<file path="config.mk">
export PLATFORM = sky130hd
export DESIGN_NAME = pipe_mem_wb_flat
export DESIGN_NICKNAME = d
export VERILOG_FILES = /design/src/rtl/pipe_mem_wb_if.sv /design/src/rtl/pipe_mem_wb.sv /design/src/flat_wrapper.sv
export SDC_FILE = /design/constraint.sdc
export NUM_CORES = 1
export LEC_CHECK = 0
export BUFFER_PORTS_ARGS = -buffer_cell sky130_fd_sc_hd__buf_2
export CORE_UTILIZATION = 55
export DETAILED_ROUTE_END_ITERATION = 6
export PLACE_DENSITY = 0.75
export SLEW_MARGIN = 20
export SYNTH_ARGS = -nofsm -noshare
export SYNTH_HDL_FRONTEND = slang
export SYNTH_SLANG_ARGS = --single-unit
</file>
<file path="constraint.sdc">
create_clock -name clk -period 4.05 [get_ports clk]
set_input_delay 0.2025 -clock clk [delete_from_list [all_inputs] [get_ports clk]]
set_output_delay 0.2025 -clock clk [all_outputs]
set_load 0.005 [all_outputs]
</file>
<file path="src/rtl/pipe_mem_wb_if.sv">
// EX-stage inputs and WB-stage outputs of the MEM/WB back end, grouped as one bus.
interface pipe_mem_wb_if;
    logic        EXwreg;
    logic        EXm2reg;
    logic        EXwmem;
    logic [4:0]  EXwn;
    logic [31:0] EXaluResult;
    logic [31:0] EXdi;
    logic        WBwreg;
    logic        WBm2reg;
    logic [4:0]  WBwn;
    logic [31:0] WBaluResult;
    logic [31:0] WBmo;
    logic [31:0] WBdata;
    logic        WBmemErr;

    modport master (
        output EXwreg, EXm2reg, EXwmem, EXwn, EXaluResult, EXdi,
        input  WBwreg, WBm2reg, WBwn, WBaluResult, WBmo, WBdata, WBmemErr
    );
    modport slave (
        input  EXwreg, EXm2reg, EXwmem, EXwn, EXaluResult, EXdi,
        output WBwreg, WBm2reg, WBwn, WBaluResult, WBmo, WBdata, WBmemErr
    );
endinterface

</file>
<file path="src/rtl/pipe_mem_wb.sv">
// EX/MEM register, word data memory with alignment/range checking, MEM/WB register
// and the write-back mux feeding the register file.
module pipe_mem_wb #(
    parameter int DEPTH  = 32,
    parameter int ADDR_W = 5
) (
    input  logic          clk,
    input  logic          clrn,
    pipe_mem_wb_if.slave  bus
);
    logic              m_wreg, m_m2reg, m_wmem;
    logic [4:0]        m_wn;
    logic [31:0]       m_alu, m_di;
    logic [ADDR_W-1:0] idx;
    logic              err;
    logic [31:0]       mo;
    logic [31:0]       mem [0:DEPTH-1];

    always_ff @(posedge clk or negedge clrn) begin
        if (!clrn) begin
            m_wreg  <= 1'b0;
            m_m2reg <= 1'b0;
            m_wmem  <= 1'b0;
            m_wn    <= '0;
            m_alu   <= '0;
            m_di    <= '0;
        end else begin
            m_wreg  <= bus.EXwreg;
            m_m2reg <= bus.EXm2reg;
            m_wmem  <= bus.EXwmem;
            m_wn    <= bus.EXwn;
            m_alu   <= bus.EXaluResult;
            m_di    <= bus.EXdi;
        end
    end

    // Only memory ops can fault; misaligned or beyond-DEPTH addresses never touch mem.
    assign idx = m_alu[ADDR_W+1:2];
    assign err = (m_wmem | m_m2reg) &
                 ((m_alu[1:0] != 2'b00) | (m_alu[31:ADDR_W+2] != '0));
    assign mo  = (err || !m_m2reg) ? 32'h0 : mem[idx];

    always_ff @(posedge clk) begin
        if (clrn && m_wmem && !err)
            mem[idx] <= m_di;
    end

    always_ff @(posedge clk or negedge clrn) begin
        if (!clrn) begin
            bus.WBwreg      <= 1'b0;
            bus.WBm2reg     <= 1'b0;
            bus.WBwn        <= '0;
            bus.WBaluResult <= '0;
            bus.WBmo        <= '0;
            bus.WBmemErr    <= 1'b0;
        end else begin
            bus.WBwreg      <= m_wreg & ~(m_m2reg & err);
            bus.WBm2reg     <= m_m2reg;
            bus.WBwn        <= m_wn;
            bus.WBaluResult <= m_alu;
            bus.WBmo        <= mo;
            bus.WBmemErr    <= err;
        end
    end

    assign bus.WBdata = bus.WBm2reg ? bus.WBmo : bus.WBaluResult;
endmodule

</file>
<file path="src/flat_wrapper.sv">
// flat-port wrapper written by rule: the top's interface ports become plain ports
module pipe_mem_wb_flat 
#(
    parameter int DEPTH  = 32,
    parameter int ADDR_W = 5
)
  (clk, clrn, bus_EXwreg, bus_EXm2reg, bus_EXwmem, bus_EXwn, bus_EXaluResult, bus_EXdi, bus_WBwreg, bus_WBm2reg, bus_WBwn, bus_WBaluResult, bus_WBmo, bus_WBdata, bus_WBmemErr);
  pipe_mem_wb_if bus_i ();
  input  logic clk;
  input  logic clrn;
  input wire logic [$bits(bus_i.EXwreg)-1:0] bus_EXwreg;
  input wire logic [$bits(bus_i.EXm2reg)-1:0] bus_EXm2reg;
  input wire logic [$bits(bus_i.EXwmem)-1:0] bus_EXwmem;
  input wire logic [$bits(bus_i.EXwn)-1:0] bus_EXwn;
  input wire logic [$bits(bus_i.EXaluResult)-1:0] bus_EXaluResult;
  input wire logic [$bits(bus_i.EXdi)-1:0] bus_EXdi;
  output wire logic [$bits(bus_i.WBwreg)-1:0] bus_WBwreg;
  output wire logic [$bits(bus_i.WBm2reg)-1:0] bus_WBm2reg;
  output wire logic [$bits(bus_i.WBwn)-1:0] bus_WBwn;
  output wire logic [$bits(bus_i.WBaluResult)-1:0] bus_WBaluResult;
  output wire logic [$bits(bus_i.WBmo)-1:0] bus_WBmo;
  output wire logic [$bits(bus_i.WBdata)-1:0] bus_WBdata;
  output wire logic [$bits(bus_i.WBmemErr)-1:0] bus_WBmemErr;
  assign bus_i.EXwreg = bus_EXwreg;
  assign bus_i.EXm2reg = bus_EXm2reg;
  assign bus_i.EXwmem = bus_EXwmem;
  assign bus_i.EXwn = bus_EXwn;
  assign bus_i.EXaluResult = bus_EXaluResult;
  assign bus_i.EXdi = bus_EXdi;
  assign bus_WBwreg = bus_i.WBwreg;
  assign bus_WBm2reg = bus_i.WBm2reg;
  assign bus_WBwn = bus_i.WBwn;
  assign bus_WBaluResult = bus_i.WBaluResult;
  assign bus_WBmo = bus_i.WBmo;
  assign bus_WBdata = bus_i.WBdata;
  assign bus_WBmemErr = bus_i.WBmemErr;
  pipe_mem_wb #(.DEPTH(DEPTH), .ADDR_W(ADDR_W)) u_core (.clk(clk), .clrn(clrn), .bus(bus_i));
endmodule
</file>
* Yosys cells after proc, flatten, opt, wreduce, memory -nomap -nowiden *
Memory sizes are Yosys's and may differ from the RTL's.
Index checks and enable logic that the tools add are counted.

operators by class
  reductions and logical operators = 7
  bitwise operators = 6
  mux-type cells = 4

operators by type and width
  operator            count
  $mux 32             2
  $reduce_bool 25->1  1
  $and 1x1->1         3
  $logic_and 1x1->1   2
  $logic_not 1->1     2
  $mux 1              2
  $or 1x1->1          2
  $reduce_bool 2->1   1
  $logic_or 1x1->1    1
  $not 1->1           1

storage, ports and cells
  register bits after elaboration = 144
  memories = 1
  memory bits (writable) = 1,024
  output and inout port bits = 104
  input port bits = 74
  logic and storage cells = 30

memory list
  name        depth  bits a word  rd ports  clocked after Yosys merged registers in  wr ports  line               source
  u_core.mem  32     32           1         0                                        1         pipe_mem_wb.sv:17  logic [31:0] mem [0:DEPTH-1];

* Depth between registers and ports, before layout *
  depth in word-level cells = 7
  depth in mapped cells = 9
  gate-level depth less buffers = 4

* Worst setup path after synthesis *
No wires, ideal clock.

  kind = register -> register
  start = register u_core.m_alu[3]
  end = memory u_core.mem[12][0], enable pin
  period minus slack after synthesis = 4.191 ns
  cell stages (with the launch flop) = 8
  path buffers = 5
  library setup time = 0.461 ns
  data required time = 3.589 ns
  path slack = -0.141 ns
  arrival = 3.730 ns
  cells stage by stage = dfrtp_1 buf_4 buf_4 buf_4 buf_4 nand4b_1 buf_2 nor3_1

RTL lines
  what                      line               source
  start: declaration        pipe_mem_wb.sv:13  logic [31:0] m_alu, m_di;
  start signal: assignment  pipe_mem_wb.sv:32  m_alu <= bus.EXaluResult;
  end: declaration          pipe_mem_wb.sv:17

Straight into the memory's write port.

* Worst setup path in the final report *
  start = register u_core.m_alu[7]
  end = memory u_core.mem[25][29], enable pin

on the way
  word-level cells in the longest chain between the ends = 7

RTL lines
  what                          line               source
  $reduce_bool 25->1            pipe_mem_wb.sv:40  ((m_alu[1:0] != 2'b00) | (m_alu[31:ADDR_W+2] != '0));
  $or 1x1->1                    pipe_mem_wb.sv:40
  $and 1x1->1                   pipe_mem_wb.sv:39  assign err = (m_wmem | m_m2reg) &
  $logic_not 1->1               pipe_mem_wb.sv:44  if (clrn && m_wmem && !err)
  $logic_and 1x1->1             pipe_mem_wb.sv:44
  $mux 1                        pipe_mem_wb.sv:44
  $mux 1 (not written as such)  pipe_mem_wb.sv:45  mem[idx] <= m_di;

Every way passes these cells.

==> tab_implementation.tex <==
\begin{tabular}{lr}
\hline
Metric & Value \\
\hline
\multicolumn{2}{l}{\textbf{Worst hold path}} \\
\quad Hold-critical path endpoint & u\_core.m\_di[13]\$\_DFF\_PN0\_ \\
\quad Worst Hold Class & in2reg \\
\quad Startpoint of the worst hold path & bus\_EXdi[13] \\
\quad Hold path depth & 2 \\
\multicolumn{2}{l}{\textbf{Pwr}} \\
\quad Total Power & 25.2 mW \\
\quad Worst ir drop on vdd & 0.000417 V \\
\quad Power density over the cells & 499 nW/µm² \\
\quad Leakage & 17.3 nW \\
\multicolumn{2}{l}{\textbf{Clock network}} \\
\quad H-tree levels & 3 \\
\quad Number of sinks handled by clock tree synthesis & 1168 \\
\quad Post-CTS setup buffer count & 0 \\
\quad CTS tree & done \\
\quad Buffer type at the clock tree root & clkbuf\_16 \\
\quad Later-pin clock latency in the skew report & 0.70 ns \\
\quad Clock Pin Slew Worst Setup and Hold Paths & 0.06 ns \\
\quad Number of buffers created by CTS & 112 \\
\quad Clock Tree Buf Depth & 3 \\
\multicolumn{2}{l}{\textbf{Layout}} \\
\quad Number of diodes added for antenna fixing & 0 \\
\quad Filler instances & 4970 \\
\quad Final core utilization & 65.1\% \\
\quad Number of nets at the end of the flow & 2387 \\
\quad Ratio of cells with drive above 1 in the final layout & 31.4\% \\
\quad Synth-to-Final Area Change & 16.8\% \\
\multicolumn{2}{l}{\textbf{Route}} \\
\quad Number of antenna-violating nets in the routed design & 0 \\
\quad Pre-Repair DR Iteration Count & 5 \\
\quad Count of unresolved DRC violations after routing & 0 \\
\quad DR vias/cell & 6.41 \\
\quad Total length of routed wires & 105000 µm \\
\quad First DRT Iteration DRCs & 2856 \\
\quad Vias after detailed routing & 22100 \\
\quad Detailed-route wire length per cell & 30.3 µm \\
\multicolumn{2}{l}{\textbf{GRT}} \\
\quad Overall track demand over capacity in global routing & 26.8\% \\
\quad Vias in the first global route & 22500 \\
\quad First-pass GRT wire length & 152000 µm \\
\quad Global-route congestion overflow total & 0 \\
\quad Antenna violations before repair & 5 \\
\quad Largest net degree at the start of global routing & 57 \\
\multicolumn{2}{l}{\textbf{Floorplan}} \\
\quad Standard-cell row count & 102 \\
\quad Chip Width & 283 µm \\
\quad Number of I/O pins & 178 \\
\quad Core ar. & 77600 µm² \\
\quad Die Area & 79800 µm² \\
\quad Effective utilization at floorplan & 55.8\% \\
\quad Floorplan die height & 283 µm \\
\multicolumn{2}{l}{\textbf{Timing}} \\
\quad Final critical-path required period & 3.36 ns \\
\quad Maximum clock skew at final layout & 0.0283 ns \\
\quad Period Utilization, post-route & 83.0\% \\
\quad Worst hold slack after final layout & 0.153 ns \\
\quad Count of final max-slew check failures & 0 \\
\quad Maximum achievable frequency & 298 MHz \\
\quad Unrepaired setup endpoints after global routing & false \\
\quad Final number of setup-violating endpoints & 0 \\
\quad Worst slew margin relative to its limit & 23.0\% \\
\quad Final Hold Viols & 0 \\
\quad Transition time at the pin with the least slew margin & 1.15 ns \\
\multicolumn{2}{l}{\textbf{Yosys}} \\
\quad Number of standard cells after synthesis & 1955 \\
\quad Fraction of registers with async set or reset after synthesis & 12.3\% \\
\quad Fraction of synthesized cell area taken by the top area cell type & 71.1\% \\
\quad Mean cell area of the mapped netlist & 22.1 µm² \\
\quad Number of flops mapped to enable cells by yosys & 1024 \\
\quad Syn. warnings & 0 \\
\quad Unique masters post-synth & 47 \\
\quad Synth Net Count & 2029 \\
\quad Most common flop cell mapped by yosys & edfxtp\_1 \\
\quad \#FFs+latches synth & 1168 \\
\quad Sequential element share of the synthesized area & 79.4\% \\
\quad Largest area contributor in the synthesized netlist & edfxtp\_1 \\
\quad Cell types occupying the most area after synthesis & edfxtp\_1 (71\%), mux4\_2 (9.9\%), dfrtp\_1 (8.3\%) \\
\quad Post-synthesis instance area & 43300 µm² \\
\multicolumn{2}{l}{\textbf{Worst setup path}} \\
\quad Destination of the worst register-to-register timing path & u\_core.mem[25][29]\$\_DFFE\_PP\_ \\
\quad Launching point of the worst reg2reg path & u\_core.m\_alu[7]\$\_DFF\_PN0\_ \\
\quad Worst setup slack for register-to-register paths & 0.69 ns \\
\quad CP Max Fanout & 32 \\
\quad Worst Setup Start Kind & flop \\
\quad Worst Setup Path Type & reg2reg \\
\quad Worst setup EP type & flop \\
\quad Worst reg2reg path depth & 6 \\
\quad CP required & 4.37 ns \\
\quad Worst Path Arrival & 3.68 ns \\
\multicolumn{2}{l}{\textbf{Place}} \\
\quad Number of port buffers & 177 \\
\quad Detail Placement HPWL & 61900 µm \\
\quad Global placer's final weighted congestion & 0.836 \\
\multicolumn{2}{l}{\textbf{Job}} \\
\quad Reported max-cap violation count & 0 \\
\multicolumn{2}{l}{\textbf{Run status}} \\
\quad Result of the run & complete, no violations \\
\hline
\end{tabular}
[how the worst max path moves through the flow]
stage	from	slack [ns]	cells past startpoint	endpoint
after floorplan	u_core.m_alu[3]$_DFF_PN0_	-0.14	7	u_core.mem[12][0]$_DFFE_PP_
after global placement	u_core.m_alu[7]$_DFF_PN0_	0.82	6	u_core.mem[0][24]$_DFFE_PP_
after detailed placement	u_core.m_alu[7]$_DFF_PN0_	0.81	5	u_core.mem[8][8]$_DFFE_PP_
after CTS	u_core.m_alu[7]$_DFF_PN0_	0.79	6	u_core.mem[25][29]$_DFFE_PP_
after global routing	u_core.m_alu[7]$_DFF_PN0_	0.62	6	u_core.mem[25][21]$_DFFE_PP_
final	u_core.m_alu[7]$_DFF_PN0_	0.69	6	u_core.mem[25][29]$_DFFE_PP_
[timing repair]
item                      in CTS  in global routing
hold buffers                  74                  0
resized for setup              0                  0
hold endpoints to repair     216                  0
[critical path, cell delays in order, from the launching register on]
cell and delay, ns:
dfrtp_1 0.38, nor4_1 0.72, and4_1 0.44, nand4b_1 0.43
buf_4 0.38, nor3_2 0.13, buf_4 0.50
[cell usage in the layout (no fill, tap or decap), types with 2 or more instances in the layout]
cell type / Yosys / final
edfxtp_1: 1024 / 1024
clkinv_2: 0 / 24
clkbuf_16: 0 / 115
and4_1: 2 / 2
clkinv_1: 0 / 10
nor2_1: 33 / 32
mux4_2: 191 / 191
nand4b_1: 2 / 2
inv_6: 0 / 4
and2_1: 3 / 3
nand2_1: 4 / 4
nor3_4: 0 / 4
nand3b_1: 2 / 2
a22oi_1: 56 / 56
nor2b_1: 3 / 3
bufinv_16: 0 / 15
clkbuf_1: 26 / 20
o211ai_1: 28 / 28
buf_12: 1 / 8
dfrtp_2: 0 / 21
nor3_1: 35 / 3
nand2b_1: 2 / 2
nor3_2: 0 / 28
o221ai_1: 4 / 4
or3_1: 2 / 2
clkinvlp_4: 0 / 6
a211o_1: 2 / 2
dfrtp_4: 0 / 2
buf_2: 33 / 176
clkbuf_8: 0 / 18
nor4_1: 36 / 36
a21oi_1: 3 / 3
mux2i_1: 149 / 149
dlygate4sd3_1: 0 / 74
buf_4: 21 / 93
dfrtp_1: 144 / 121
mux2_2: 42 / 42
a221o_1: 2 / 2
a22o_1: 28 / 28
o22ai_1: 34 / 34
[synthesized netlist by cell type (2+ instances only)]
library cell / instances
a211o_1: 2
a21oi_1: 3
a221o_1: 2
a22o_1: 28
a22oi_1: 56
and2_1: 3
and4_1: 2
buf_1: 6
buf_2: 33
buf_4: 21
buf_6: 16
buf_8: 2
clkbuf_1: 26
clkbuf_4: 3
dfrtp_1: 144
edfxtp_1: 1024
mux2_2: 42
mux2i_1: 149
mux4_2: 191
nand2_1: 4
nand2b_1: 2
nand3_1: 2
nand3b_1: 2
nand4b_1: 2
nor2_1: 33
nor2b_1: 3
nor3_1: 35
nor4_1: 36
o211ai_1: 28
o221ai_1: 4
o22ai_1: 34
or3_1: 2
[through the flow]
stage	setup TNS (ns)	worst slack, ns	std cells	cell area [µm²]
floorplan	-78.52	-0.141	1955	43300
global placement	0	0.816	3165	45800
detailed placement	0	0.808	3165	45800
CTS	0	0.787	3453	50500
global route	0	0.616	3453	50500
finish	0	0.690	3453	50500
[cell families after synthesis]
family          Yosys count  synth area share, %
mux                     382                 14.5
simple gates            133                 1.68
compound gates          163                 2.85
buf+inv                 109                 1.62
flops                  1168                 79.4
[layout make-up]
cell class              count  area [µm²]  area share (%)
clock buffers             153        3200            6.33
clock inverters            61         738            1.46
inverters                   1        3.75         0.00743
multi-input cells         678        8430            16.7
flip-flops and latches   1168       34400            68.0
well taps                1040        1300            2.57
repair buffers            352        2490            4.93
[layer usage]
layer	GRT usage [%]	wire, µm	vias to the layer above
met5	0	0	-
met1	38.1	40900	11600
met4	9.65	3820	0
met3	3.77	9100	226
met2	42.9	51000	1418
li1	-	-	8888
[flip-flops by register name, summed over array words and instances, names as in the netlist, 5 cells and up]
register and cells:
u_core.bus.WBaluResult 32, u_core.bus.WBmo 32, u_core.bus.WBwn 5, u_core.m_alu 32, u_core.m_di 32, u_core.m_wn 5
u_core.mem 1024
[where the power goes]
| part | switching, mW | total [mW] | internal [mW] |
|---|---|---|---|
| sequential | 0.217 | 13.4 | 13.2 |
| clock | 4.48 | 11.0 | 6.50 |
| combinational | 0.469 | 0.879 | 0.410 |
No activity file was read; power rests on OpenSTA's default activity.
